`config.mk`:
```
export PLATFORM = sky130hd
export DESIGN_NAME = arb_req_conditioner_flat
export DESIGN_NICKNAME = d
export VERILOG_FILES = /design/src/rtl/arb_pkg.sv /design/src/rtl/arb_req_conditioner_if.sv /design/src/rtl/arb_req_chan.sv /design/src/rtl/arb_req_conditioner.sv /design/src/flat_wrapper.sv
export SDC_FILE = /design/constraint.sdc
export NUM_CORES = 1
export LEC_CHECK = 0
export CORE_ASPECT_RATIO = 1.75
export CORE_MARGIN = 5
export CORE_UTILIZATION = 49
export DETAILED_ROUTE_END_ITERATION = 8
export GPL_TIMING_DRIVEN = 1
export MAX_ROUTING_LAYER = met4
export PLACE_DENSITY = 0.76
export SYNTH_ARGS = -nofsm -noshare
export SYNTH_HDL_FRONTEND = slang
export SYNTH_HIERARCHICAL = 1
export SYNTH_SLANG_ARGS = --single-unit
```
`constraint.sdc`:
```
create_clock -name clk -period 1.6 [get_ports clk]
set_input_delay 0.32 -clock clk [delete_from_list [all_inputs] [get_ports clk]]
set_output_delay 0.32 -clock clk [all_outputs]
set_load 0.1 [all_outputs]
```
`src/rtl/arb_pkg.sv`:
```
// Shared definitions for the arbiter request conditioner.
//   - master indices M1/M2/M3 (bit positions in the want/req/done vectors)
//   - arbiter grant codes carried on accmodule
//   - channel FSM state encoding
package arb_pkg;

  localparam int unsigned M1 = 0;
  localparam int unsigned M2 = 1;
  localparam int unsigned M3 = 2;

  typedef logic [1:0] acc_t;

  localparam acc_t ACC_NONE = 2'b00;
  localparam acc_t state_M1 = 2'b01;
  localparam acc_t state_M2 = 2'b10;
  localparam acc_t state_M3 = 2'b11;

  typedef enum logic [1:0] {
    IDLE = 2'd0,
    WAIT = 2'd1,
    OWN  = 2'd2,
    REL  = 2'd3
  } chan_state_e;

  // Master index -> grant code (M1 -> 01, M2 -> 10, M3 -> 11).
  function automatic acc_t grant_code(input int unsigned idx);
    return acc_t'(idx + 1);
  endfunction

endpackage

```
`src/rtl/arb_req_conditioner_if.sv`:
```
// Handshake bundle between the masters' intent signals, the arbiter grant
// and the conditioned req/done pulses.
//   master modport: drives want/finish/accmodule, observes conditioner outputs
//   slave  modport: the conditioner itself
// preempt_cnt packs three CNT_W-bit counters, M1 in the LSB field.
interface arb_req_conditioner_if
  import arb_pkg::*;
#(
  parameter int unsigned CNT_W = 8
);
  logic [2:0]         want;
  logic [2:0]         finish;
  acc_t               accmodule;
  logic [2:0]         req;
  logic [2:0]         done;
  logic [2:0]         pending;
  logic [2:0]         owning;
  logic [3*CNT_W-1:0] preempt_cnt;
  logic [2:0]         timeout_err;

  modport master (
    output want, finish, accmodule,
    input  req, done, pending, owning, preempt_cnt, timeout_err
  );

  modport slave (
    input  want, finish, accmodule,
    output req, done, pending, owning, preempt_cnt, timeout_err
  );
endinterface

```
`src/rtl/arb_req_chan.sv`:
```
// Single-master request channel: turns a level want/finish intent into
// one-cycle req/done pulses for the arbiter and tracks grant ownership.
// Ports:
//   clk, reset      rising-edge clock, synchronous active-high reset
//   want_i          master needs the resource (level)
//   finish_i        work complete, only looked at while owning
//   acc_i           arbiter grant code
//   req_o, done_o   request / release pulses
//   pending_o       channel in WAIT
//   owning_o        channel in OWN
//   preempt_cnt_o   saturating count of grants lost before finish
//   timeout_err_o   sticky WAIT timeout flag (ARB_REQ_TIMEOUT_EN only, else 0)
// Optional feature macro: ARB_REQ_TIMEOUT_EN
module arb_req_chan
  import arb_pkg::*;
#(
  parameter acc_t        CODE      = state_M1,
  parameter int unsigned REREQ_GAP = 4,
  parameter int unsigned CNT_W     = 8,
  parameter int unsigned TIMEOUT   = 64
) (
  input  logic             clk,
  input  logic             reset,
  input  logic             want_i,
  input  logic             finish_i,
  input  acc_t             acc_i,
  output logic             req_o,
  output logic             done_o,
  output logic             pending_o,
  output logic             owning_o,
  output logic [CNT_W-1:0] preempt_cnt_o,
  output logic             timeout_err_o
);

  localparam int unsigned WMAX = (REREQ_GAP > TIMEOUT) ? REREQ_GAP : TIMEOUT;
  localparam int unsigned WCW  = $clog2(WMAX + 1);

  localparam logic [WCW-1:0]   GAP    = WCW'(REREQ_GAP);
  localparam logic [WCW-1:0]   GAP_M1 = WCW'(REREQ_GAP - 1);
  localparam logic [WCW-1:0]   WSAT   = WCW'(WMAX);
  localparam logic [CNT_W-1:0] PSAT   = '1;

  chan_state_e      state_q;
  logic [WCW-1:0]   wcnt_q;
  logic [WCW-1:0]   wcnt_inc;
  logic             req_q;
  logic             done_q;
  logic             pend_q;
  logic             own_q;
  logic [CNT_W-1:0] pcnt_q;

  assign wcnt_inc = (wcnt_q == WSAT) ? wcnt_q : wcnt_q + WCW'(1);

  always_ff @(posedge clk) begin
    if (reset) begin
      state_q <= IDLE;
      wcnt_q  <= '0;
      req_q   <= 1'b0;
      done_q  <= 1'b0;
      pend_q  <= 1'b0;
      own_q   <= 1'b0;
      pcnt_q  <= '0;
    end else begin
      req_q  <= 1'b0;
      done_q <= 1'b0;
      unique case (state_q)
        IDLE: begin
          if (want_i) begin
            req_q   <= 1'b1;
            pend_q  <= 1'b1;
            wcnt_q  <= '0;
            state_q <= WAIT;
          end
        end
        WAIT: begin
          // Grant beats a want drop: release then happens through OWN.
          if (acc_i == CODE) begin
            pend_q  <= 1'b0;
            own_q   <= 1'b1;
            wcnt_q  <= '0;
            state_q <= OWN;
          end else if (!want_i) begin
            pend_q  <= 1'b0;
            wcnt_q  <= '0;
            state_q <= IDLE;
          end else if (wcnt_inc >= GAP) begin
            req_q  <= 1'b1;
            wcnt_q <= '0;
          end else begin
            wcnt_q <= wcnt_inc;
          end
        end
        OWN: begin
          // Completion beats grant loss: no preemption is counted.
          if (finish_i || !want_i) begin
            done_q  <= 1'b1;
            own_q   <= 1'b0;
            state_q <= REL;
          end else if (acc_i != CODE) begin
            if (pcnt_q != PSAT) pcnt_q <= pcnt_q + CNT_W'(1);
            own_q   <= 1'b0;
            pend_q  <= 1'b1;
            // Preset so the re-request fires on the cycle after WAIT entry.
            wcnt_q  <= GAP_M1;
            state_q <= WAIT;
          end
        end
        REL: begin
          state_q <= IDLE;
        end
        default: begin
          state_q <= IDLE;
        end
      endcase
    end
  end

  assign req_o         = req_q;
  assign done_o        = done_q;
  assign pending_o     = pend_q;
  assign owning_o      = own_q;
  assign preempt_cnt_o = pcnt_q;

`ifdef ARB_REQ_TIMEOUT_EN
  localparam logic [WCW-1:0] TO    = WCW'(TIMEOUT);
  localparam logic [WCW-1:0] TO_M1 = WCW'(TIMEOUT - 1);

  logic [WCW-1:0] tcnt_q;
  logic           terr_q;

  // Counts consecutive WAIT cycles; re-request pulses do not reset it.
  always_ff @(posedge clk) begin
    if (reset) begin
      tcnt_q <= '0;
      terr_q <= 1'b0;
    end else if (state_q == WAIT) begin
      if (tcnt_q != TO) tcnt_q <= tcnt_q + WCW'(1);
      if (tcnt_q == TO_M1) terr_q <= 1'b1;
    end else begin
      tcnt_q <= '0;
    end
  end

  assign timeout_err_o = terr_q;
`else
  assign timeout_err_o = 1'b0;
`endif

endmodule

```
`src/rtl/arb_req_conditioner.sv`:
```
// Request conditioner in front of the 3-master arbiter. Three independent
// arb_req_chan instances, one per master; this level only packs outputs.
// Ports:
//   clk, reset  rising-edge clock, synchronous active-high reset
//   bus         arb_req_conditioner_if.slave: want, finish, accmodule in;
//               req, done, pending, owning, preempt_cnt, timeout_err out
// Optional feature macro: ARB_REQ_TIMEOUT_EN (per-channel WAIT timeout flag)
module arb_req_conditioner
  import arb_pkg::*;
#(
  parameter int unsigned REREQ_GAP = 4,
  parameter int unsigned CNT_W     = 8,
  parameter int unsigned TIMEOUT   = 64
) (
  input  logic                  clk,
  input  logic                  reset,
  arb_req_conditioner_if.slave  bus
);

  logic             req_w  [3];
  logic             done_w [3];
  logic             pend_w [3];
  logic             own_w  [3];
  logic             terr_w [3];
  logic [CNT_W-1:0] pcnt_w [3];

  for (genvar g = 0; g < 3; g++) begin : g_chan
    arb_req_chan #(
      .CODE      (grant_code(g)),
      .REREQ_GAP (REREQ_GAP),
      .CNT_W     (CNT_W),
      .TIMEOUT   (TIMEOUT)
    ) u_chan (
      .clk           (clk),
      .reset         (reset),
      .want_i        (bus.want[g]),
      .finish_i      (bus.finish[g]),
      .acc_i         (bus.accmodule),
      .req_o         (req_w[g]),
      .done_o        (done_w[g]),
      .pending_o     (pend_w[g]),
      .owning_o      (own_w[g]),
      .preempt_cnt_o (pcnt_w[g]),
      .timeout_err_o (terr_w[g])
    );
  end

  assign bus.req         = {req_w[2],  req_w[1],  req_w[0]};
  assign bus.done        = {done_w[2], done_w[1], done_w[0]};
  assign bus.pending     = {pend_w[2], pend_w[1], pend_w[0]};
  assign bus.owning      = {own_w[2],  own_w[1],  own_w[0]};
  assign bus.timeout_err = {terr_w[2], terr_w[1], terr_w[0]};
  assign bus.preempt_cnt = {pcnt_w[2], pcnt_w[1], pcnt_w[0]};

endmodule

```
`src/flat_wrapper.sv`:
```
// flat-port wrapper written by rule: the top's interface ports become plain ports
module arb_req_conditioner_flat import arb_pkg::*;
#(
  parameter int unsigned REREQ_GAP = 4,
  parameter int unsigned CNT_W     = 8,
  parameter int unsigned TIMEOUT   = 64
)
  (clk, reset, bus_want, bus_finish, bus_accmodule, bus_req, bus_done, bus_pending, bus_owning, bus_preempt_cnt, bus_timeout_err);
  arb_req_conditioner_if #(.CNT_W(CNT_W)) bus_i ();
  input  logic clk;
  input  logic reset;
  input wire logic [$bits(bus_i.want)-1:0] bus_want;
  input wire logic [$bits(bus_i.finish)-1:0] bus_finish;
  input wire logic [$bits(bus_i.accmodule)-1:0] bus_accmodule;
  output wire logic [$bits(bus_i.req)-1:0] bus_req;
  output wire logic [$bits(bus_i.done)-1:0] bus_done;
  output wire logic [$bits(bus_i.pending)-1:0] bus_pending;
  output wire logic [$bits(bus_i.owning)-1:0] bus_owning;
  output wire logic [$bits(bus_i.preempt_cnt)-1:0] bus_preempt_cnt;
  output wire logic [$bits(bus_i.timeout_err)-1:0] bus_timeout_err;
  assign bus_i.want = bus_want;
  assign bus_i.finish = bus_finish;
  assign bus_i.accmodule = bus_accmodule;
  assign bus_req = bus_i.req;
  assign bus_done = bus_i.done;
  assign bus_pending = bus_i.pending;
  assign bus_owning = bus_i.owning;
  assign bus_preempt_cnt = bus_i.preempt_cnt;
  assign bus_timeout_err = bus_i.timeout_err;
  arb_req_conditioner #(.REREQ_GAP(REREQ_GAP), .CNT_W(CNT_W), .TIMEOUT(TIMEOUT)) u_core (.clk(clk), .reset(reset), .bus(bus_i));
endmodule
```
* Word-level counts from Yosys, hierarchy flattened
Index checks and enable logic that the tools add are counted.
Cells by class: $lt $le $gt $ge 3, equal/unequal tests 39, muxes and demuxes 90, add/sub/neg operators 6, reduce and logical (&&, ||, !) cells 33, bitwise gates (word level) 6
Operators with widths (number):
- $mux 7 | 21
- $pmux 7 s3 | 3
- $mux 1 | 39
- $mux 2 | 15
- $ne 2x2->1 const B | 14
- $add 8x1->8 const B | 3
- $ne 8x8->1 const B | 3
- $pmux 2 s4 | 3
- $reduce_and 4->1 | 6
- $add 7x1->7 const B | 3
- $eq 7x7->1 const B | 3
- $ge 7x3->1 const B | 3
- $ne 3x3->1 const B | 6
- $reduce_and 3->1 | 6
- $eq 2x2->1 const B | 8
- $reduce_and 5->1 | 3
- $pmux 1 s2 | 6
- $pmux 1 s3 | 3
- $reduce_bool 3->1 | 3
- $eq 2x1->1 const B | 4
- $logic_not 2->1 | 3
- $not 1->1 | 6
- $reduce_bool 2->1 | 3
- $reduce_or 2->1 | 3
- other kinds (3) | 7
Storage, ports and cells: flip-flop bits (word level) 63, input bits 10, word-level logic and storage cells 198

* Longest topological paths before layout
Gate-level depths: netlist of the first run.
depth in word-level cells 7, gate-level depth with buffers 8, mapped depth without buffers 7

* Hierarchy
The synthesis of the first run kept the hierarchy.
Modules (own cells, without submodules):
- arb_req_chan (u_core.g_chan[0].u_chan ...) | area each 1156.1 µm², instances 2, sequential area each 420.4 µm², cells each 129
- arb_req_chan (u_core.g_chan[2].u_chan) | area each 1077.3 µm², instances 1, sequential area each 420.4 µm², cells each 121

* Worst setup path after synthesis of the first run
Ideal clock, no wire load.
path type register to register, start point register u_core.g_chan[0].u_chan.pcnt_q[0], end point register u_core.g_chan[0].u_chan.pcnt_q[1], cell stages (with the launch flop) 7, data arrival time 2.035 ns, buffers on the path 1, required time 1.482 ns, path slack -0.554 ns, cells stage by stage dfxtp_1 > ha_1 > nand3_1 > o211ai_2 > buf_6 > mux2i_1 > nor2_1
On the way: cells in the longest elaborated chain, start to end 2, elaborated cells between the ends (all ways) 3, those cells by class add/sub (1); eq/ne (1); reduce/logical (1)
Ends and longest elaborated chain:
- start, declared | RTL line arb_req_chan.sv:50 | logic [CNT_W-1:0] pcnt_q;
- start signal, assigned | RTL line arb_req_chan.sv:100 | if (pcnt_q != PSAT) pcnt_q <= pcnt_q + CNT_W'(1);
- parallel branches: the longest is 2 deep, another holds $add 8x1->8
Several ways; the timed one is not identified. A chain may end at the register's enable or synchronous reset.

* Final worst setup path of the first run
start point register u_core.g_chan[0].u_chan.state_q[1], end point register u_core.g_chan[0].u_chan.wcnt_q[0]
On the way: cells in the longest elaborated chain, start to end 3, elaborated cells between the ends (all ways) 9, those cells by class eq/ne (5); mux (1); reduce/logical (3)
Ends and longest elaborated chain:
- start, declared | RTL line arb_req_chan.sv:43 | chan_state_e state_q;
- start signal, assigned | RTL line arb_req_chan.sv:56 | state_q <= IDLE;
- start signal, assigned | RTL line arb_req_chan.sv:72 | state_q <= WAIT;
- start signal, assigned | RTL line arb_req_chan.sv:81 | state_q <= OWN;
- $eq 2x2->1, or another cell as far along | RTL line arb_req_chan.sv:66 | unique case (state_q)
- $ne 2x2->1 (no line) or $reduce_bool 3->1 (tied branches)
- $reduce_and 4->1 (no line)
- end signal, assigned | RTL line arb_req_chan.sv:90 | wcnt_q <= wcnt_inc;
- end, declared | RTL line arb_req_chan.sv:44 | logic [WCW-1:0] wcnt_q;
Several ways; a longest one is shown, not always the timed one.

==> reports/qor.yml, run 1 <==
global_route:
  grt_pass1_vias: 3298
  grt_overflow: 0
  track_usage_pct: 21.6
  grt_max_degree: 20
  grt_pass1_wl_mm: 14.5
  antenna_found_initial: 0
clock_network:
  clockBufferDepth: 2
  path_clk_slew_ns: 0.05
  cts_buffers: 9
  cts_max_level: 3
  cts_root_buffer: "clkbuf_16"
  clk_latency_ns: 0.33
  cts_tree: "done"
  clkSinkCount: 63
place:
  gp_congestion: 0.889
  dp_cells: 539
  port_buffers: 45
  hpwl_mm: 6.21
  place_ws_ns: -0.448
yosys:
  yosysUniqueCellTypes: 59
  synthFlopType: "dfxtp_1"
  synth_edf_count: 0
  ys_ff_latch: 63
  yosysWarnings: 6
  synthArstFlopShare_pct: 0
  syn_nets: 410
  avgSynthCellArea_sq_um: 8.94
  netlist_instances: 379
  syn_area_sq_mm: 0.00339
  synth_seq_area_share_pct: 37.2
setup_path:
  cp.arrival_ns: 1.93
  r2r_cells: 6
  crit_slowest_cell: "nor4_2"
  path_cells: "inv_1 > buf_4 > ha_1 > nand3_1 > nor4_2 > a311o_1"
  r2r-start: "u_core/g_chan[0].u_chan/state_q[1]"
  critical_path_buf_inv_count: 2
  cp.depth: 6
  endpoint_kind: "flip-flop"
  critical-path-max-stage-delay_ns: 0.40
  cp_top_family: "simple AND/OR/NAND/NOR gates"
  startpoint: "u_core/g_chan[0].u_chan/state_q[1]"
  cp.required_ns: 1.88
  path_class: "flip-flop to flip-flop"
  worst_setup_path_start_kind: "flip-flop"
  crit_path_max_fanout: 6
cells_and_area:
  fin_cells: 562
  syn2layout_area_growth_pct: 52.2
  regArea_sq_mm: 0.00135
  fill_cells: 435
  multi_input_area_sq_mm: 0.00216
  diodes: 0
  drive_gt1_share_pct: 38.9
  fin_nets: 504
timing:
  slew_viol_final: 0
  setup_violations: 9
  report.final.hold_viol_count: 0
  setup_ws_ns: -0.0574
  whs_ns: 0.420
  finalCriticalPeriod_ns: 1.66
  rsz0062_at_grt: "yes"
  period_share_pct: 104
  fmax_mhz: 603
  clock_skew_ns: 0.00742
routing:
  postRouteAntennaNets: 0
  drtIter0Drc: 245
  route.detailed.drc: 0
  dr_total_vias: 3308
  wire_per_inst_um: 16.6
  via_per_inst: 5.89
  dr.pass1.iters: 5
  wirelength_mm: 9.33
die:
  start_util_pct: 49.8
  dieHeight_um: 120
  core_sq_mm: 0.00681
  die_area_sq_mm: 0.00875
  ios: 49
  num_rows: 40
  die_w_um: 72.9
power_and_ir_drop:
  p_leak_nw: 2.04
  p_seq_share_pct: 37.9
  clockPowerShare_pct: 42.0
  pwr-share-comb_pct: 20.1
  ir_drop_mv: 0.631
  p_int_mw: 3.07
  sw_frac_of_total_pct: 28.3
  powerDensity_mw_per_mm2: 829
  p_sw_mw: 1.21
run_status:
  status: "complete, but fails checks"
  violations: "setup timing"
worst_hold_path:
  hold_class: "input port to flip-flop"
  hold_depth: 2
  min-delay-start: "reset"
run:
  max-cap-violations: 0
==> registers in the layout, indices dropped and copies added, names as in the netlist <==
register,count
u_core/g_chan.u_chan/done_o,3
u_core/g_chan.u_chan/pending_o,3
u_core/g_chan.u_chan/req_o,3
u_core/g_chan.u_chan/owning_o,3
u_core/g_chan.u_chan/wcnt_q,21
u_core/g_chan.u_chan/preempt_cnt_o,24
u_core/g_chan.u_chan/state_q,6
==> cell type report <==
type,count,area share [%]
clock inverters,4,0.388
repair buffers,96,23.2
flip-flops and latches,63,26.1
multi-input cells,286,41.9
well taps,84,2.04
inverters,17,1.33
clock buffers,12,5.00
==> per-stage QoR <==
stage	power (mW)	util [%]	TNS [ns]	instance area [sq um]
after floorplan	2.12	-	-0.0480	3470
after global placement	2.39	67.8	-15.68	4610
after detailed placement	2.41	67.8	-18.15	4610
after CTS	4.23	72.9	-0.315	4960
after global routing	4.45	75.8	-1.73	5160
final	4.28	75.8	-0.273	5160
==> final timing paths <==
kind / to / slack (ns)
min: u_core/g_chan[1].u_chan/done_o / 0.42
min reg2reg: u_core/g_chan[0].u_chan/wcnt_q[2] / 0.50
max: u_core/g_chan[0].u_chan/wcnt_q[0] / -0.06
max reg2reg: u_core/g_chan[0].u_chan/wcnt_q[0] / -0.06
==> synthesized netlist by cell type (4+ instances only) <==
cell type	number	area, sq um
o31ai_1	6	45.0
nand2b_1	6	37.5
nor3_1	15	75.1
xor2_1	8	70.1
or4_1	6	45.0
dfxtp_1	63	1260
inv_1	15	56.3
buf_6	4	45.0
nand4_1	5	31.3
a311o_1	4	40.0
o21ai_0	11	55.1
ha_1	21	263
or3_1	6	37.5
and3_1	5	31.3
a21oi_1	27	135
a211oi_1	7	52.6
buf_4	8	60.1
nand3_1	20	100
nor4_1	5	31.3
and3b_1	4	35.0
nor2_1	32	120
nor2b_1	4	25.0
o211ai_1	4	30.0
nand2_1	18	67.6
and2_1	16	100
==> power groups by stage <==
stage	clock (mW)	combinational, mW	sequential, mW
after floorplan	0	0.308	1.81
after global placement	0	0.745	1.65
after detailed placement	0	0.759	1.65
after CTS	1.84	0.778	1.62
after global routing	1.92	0.907	1.62
final	1.80	0.859	1.62
==> cells in the final DEF (no fill, tap or decap), types with 5 or more instances in the layout <==
cell type,n
a211oi_1,7
a21oi_1,21
a21oi_2,7
and2_1,16
and3_1,5
buf_12,36
buf_4,48
clkbuf_16,10
dfxtp_1,33
dfxtp_2,11
dfxtp_4,19
ha_1,14
ha_4,5
inv_1,11
nand2_1,18
nand2b_1,5
nand3_1,20
nand4_1,5
nor2_1,29
nor3_1,11
nor3_2,5
o21ai_0,9
o31ai_1,6
or3_1,5
xor2_1,8
==> logic make-up (layout without fill, tap and decap cells) <==
family	count (synthesis)	after routing	synth area share, %
AOI/OAI and AO/OA	87	89	19.0
buffers and inverters	32	129	5.39
other	3	3	0.332
adders and majority gates	21	21	7.75
muxes	3	3	0.886
xor gates and xnor gates	8	8	2.07
and+or+nand+nor	162	162	27.3
DFF	63	63	37.2
==> metal layers <==
metal  GRT usage, %  wire, um
met1           21.3      3360
met2           38.6      5200
met4           12.1       326
met3           3.77       444
met5              -         0
==> repair_timing <==
action | in CTS | in global routing
setup buffers | 2 | 3
endpoints found under the setup margin | 31 | 43
cloned | 0 | 2
hold buffers | 0 | 0
gates resized for setup | 18 | 39
pin swaps | 9 | 21
Power figures use the tool's default switching activity.
==> run 2, diff against run 1 <==
Settings changed: SYNTH_HIERARCHICAL 1 to not set.
==> run 2 against run 1 <==
  * The run still ends with setup timing left
  * Core utilization is 3.3 points higher
  * Die area is 1.1% higher
  * Largest cell class unchanged
  * Combinational power is 5.5% lower
  * Count of clock-buffer cells in the layout is 4 higher
  * Hold slack worse by 0.022 ns
  * Non-clock buffer count is 8 higher
  * Area after synthesis is 1.2% higher
  * Cell area is 5.1% higher
  * Clock power hardly changed
  * Final cell count is 3.6% higher
==> reports/qor.yml, run 2 <==
yosys:
  avgSynthCellArea_sq_um: 8.58  # -4.1%
  synthFlopType: "dfxtp_1"
  synth_top_area_cell: "dfxtp_1"
  synth_common_cells: "63 x dfxtp_1, 45 x nor2_1, 32 x nand2_1"
  synthArstFlopShare_pct: 0  # unchanged
  synthTopCellsByArea: "dfxtp_1 37%, ha_1 7.7%, nor2_1 4.9%, xnor2_1 4.6%, nand2_1 3.5%"
  netlist_instances: 400  # +5.5%
  synth_seq_area_share_pct: 36.8  # -0.45 points
  synth.most_common_cell: "dfxtp_1"
  yosysWarnings: 0  # -6
  synth_edf_count: 0  # unchanged
  yosysUniqueCellTypes: 58  # -1.7%
  ys_ff_latch: 63  # unchanged
  synth.top_cell.area_share_pct: 36.8  # -0.45 points
  syn_area_sq_mm: 0.00343  # +1.2%
setup_path:
  crit_path_max_fanout: 3  # -3
  worstReg2RegEnd: "u_core.g_chan[1].u_chan.wcnt_q[0]"
  path_class: "input port to flip-flop"
  r2r_setup_slack_ns: -0.14  # -0.08 ns
  cp.required_ns: 1.87  # about the same
  r2r_cells: 7  # +1
  r2r-start: "u_core.g_chan[1].u_chan.state_q[1]"
  cp.arrival_ns: 2.05  # +0.12 ns
  worst_setup_path_start_kind: "input port"
  endpoint_kind: "flip-flop"
timing:
  clock_skew_ns: 0.00531  # -0.00211 ns
  slew_viol_final: 0  # unchanged
  relSlewSlack_pct: 63.0
  setup_ws_ns: -0.172  # -0.115 ns
  report.final.hold_viol_count: 0  # unchanged
  fmax_mhz: 564  # -6.5%
  setup_violations: 20  # +11
  rsz0062_at_grt: "yes"
  period_share_pct: 111  # +7.2 points
  worst_pin_slew_ns: 0.555
  final.setup.tns_ns: -1.41  # -1.14 ns
  finalCriticalPeriod_ns: 1.77  # +0.115 ns
clock_network:
  clockBufferDepth: 2  # unchanged
  cts_buffers: 9  # unchanged
  cts_tree: "done"
  clkSinkCount: 63  # unchanged
  clk_latency_ns: 0.33  # about the same
  cts_max_level: 3  # unchanged
  cts_hold_buf: 0  # unchanged
  path_clk_slew_ns: 0.05  # about the same
  cts_root_buffer: "clkbuf_16"
place:
  dp_cells: 558  # +3.5%
  port_buffers: 45  # unchanged
  placed_area_sq_mm: 0.00479  # +3.9%
  gp_congestion: 0.924  # +3.9%
  hpwl_mm: 6.31  # +1.5%
routing:
  route.detailed.drc: 0  # unchanged
  dr.pass1.iters: 4  # -1
  via_per_inst: 5.59  # -5.1%
  postRouteAntennaNets: 0  # unchanged
  dr_total_vias: 3251  # -1.7%
  wirelength_mm: 9.55  # +2.3%
  wire_per_inst_um: 16.4  # -1.2%
  drtIter0Drc: 161  # -34%
cells_and_area:
  layout_common_cells: "56 x buf_4, 42 x nor2_1, 36 x buf_12, 31 x nand2_1, 27 x dfxtp_1"
  drive_gt1_share_pct: 43.4  # +4.5 points
  fin_nets: 524  # +4.0%
  final_common_cell: "buf_4"
  fin_cells: 582  # +3.6%
  diodes: 0  # unchanged
  syn2layout_area_growth_pct: 58.1
  final_util_pct: 79.1  # +3.3 points
  final_area_sq_mm: 0.00542  # +5.1%
  largest_register_ffs: 24  # unchanged
die:
  die_w_um: 73.3  # +0.52%
  core_sq_mm: 0.00686  # +0.74%
  start_util_pct: 50.0  # +0.24 points
  dieHeight_um: 121  # +0.55%
  ios: 49  # unchanged
  num_rows: 40  # unchanged
  die_area_sq_mm: 0.00884  # +1.1%
worst_hold_path:
  min-delay-start: "reset"
  hold_class: "input port to flip-flop"
  holdPathEnd: "u_core.g_chan[2].u_chan.preempt_cnt_o[5]"
  hold_depth: 3  # +1
global_route:
  grt_pass1_vias: 3314  # +0.49%
  grt_pass1_wl_mm: 14.8  # +1.7%
  grt_max_degree: 49  # +150%
  antenna_found_initial: 0  # unchanged
  track_usage_pct: 21.9  # +0.34 points
  grt_overflow: 0  # unchanged
power_and_ir_drop:
  p_leak_nw: 2.10  # +3.0%
  powerDensity_mw_per_mm2: 775  # -6.5%
  ir_drop_mv: 0.551  # -13%
run_status:
  violations: "setup timing"
  status: "complete, but fails checks"
run:
  max-cap-violations: 0  # unchanged
-- run 2: stage by stage --
step | power, mW | worst slack [ns] | hold WS [ns]
2_1_floorplan | 2.13 | -0.154 | 0.445
3_3_place_gp | 2.37 | -0.478 | 0.486
3_5_place_dp | 2.39 | -0.572 | 0.501
4_1_cts | 4.19 | -0.124 | 0.384
5_1_grt | 4.35 | -0.225 | 0.424
6_report | 4.20 | -0.172 | 0.399
-- run 2: kinds of logic (layout without fill, tap and decap cells) --
logic type               count (synthesis)  in the layout  synth area share (%)
buffers and inverters                   42            138                  6.35
multiplexers                             7              7                  2.04
XOR/XNOR                                28             28                  7.15
adder cells (fa/ha/maj)                 21             21                  7.66
flip-flops                              63             63                  36.8
other                                    1              3                 0.109
AO/OA/AOI/OAI                           66             66                  14.2
AND/OR/NAND/NOR                        172            172                  25.8
-- run 2: worst max-delay path by stage --
stage / cells past startpoint / endpoint / startpoint / slack [ns]
finish: 6 / u_core.g_chan[1].u_chan.wcnt_q[0] / bus_finish[1] / -0.17
global route: 7 / u_core.g_chan[1].u_chan.wcnt_q[1] / u_core.g_chan[1].u_chan.state_q[1] / -0.22
CTS: 7 / u_core.g_chan[1].u_chan.wcnt_q[0] / u_core.g_chan[1].u_chan.state_q[1] / -0.12
detailed placement: 6 / u_core.g_chan[1].u_chan.wcnt_q[0] / bus_want[1] / -0.57
global placement: 6 / u_core.g_chan[1].u_chan.wcnt_q[0] / bus_want[1] / -0.48
floorplan: 7 / u_core.g_chan[1].u_chan.wcnt_q[0] / u_core.g_chan[1].u_chan.state_q[1] / -0.15
-- run 2: power breakdown --
part | switching [mW] | total (mW) | leakage [nW] | internal, mW
combinational | 0.482 | 0.812 | 1.43 | 0.330
clock | 0.638 | 1.77 | 0.131 | 1.13
sequential | 0.0449 | 1.62 | 0.535 | 1.57
-- run 2: cell type report --
cell class	instances	area [sq um]
timing repair buffer	104	1260
tap	84	105
multi-input combinational	297	2340
inverter	18	77.6
fill	416	1430
sequential	63	1370
clock buffer	16	272
-- run 2: repair_timing --
action / 4_1_cts / 5_1_grt
hold endpoints to repair: 0 / 0
setup buffers: 2 / 6
setup endpoints to repair: 43 / 42
resized for setup: 31 / 53
pin swaps: 20 / 24
-- run 2: layer usage --
| layer | global-route usage [%] | part of all wire [%] |
|---|---|---|
| met5 | - | 0 |
| met4 | 12.9 | 4.0 |
| met3 | 4.99 | 3.3 |
| met2 | 36.7 | 56 |
| met1 | 22.9 | 36 |
-- run 2: critical path, cell delays in order --
cell and delay (ns):
clkdlybuf4s50_1 0.46, nand2b_2 0.24, a2111oi_4 0.40, nand4_1 0.15, nor4b_2 0.31, a22o_1 0.17
==> run 3, diff against run 2 <==
Settings changed: HOLD_SLACK_MARGIN set to 0.15.
==> results of run 3 <==
Same layout as run 2: the final DEF is identical, and so are final timing and power.
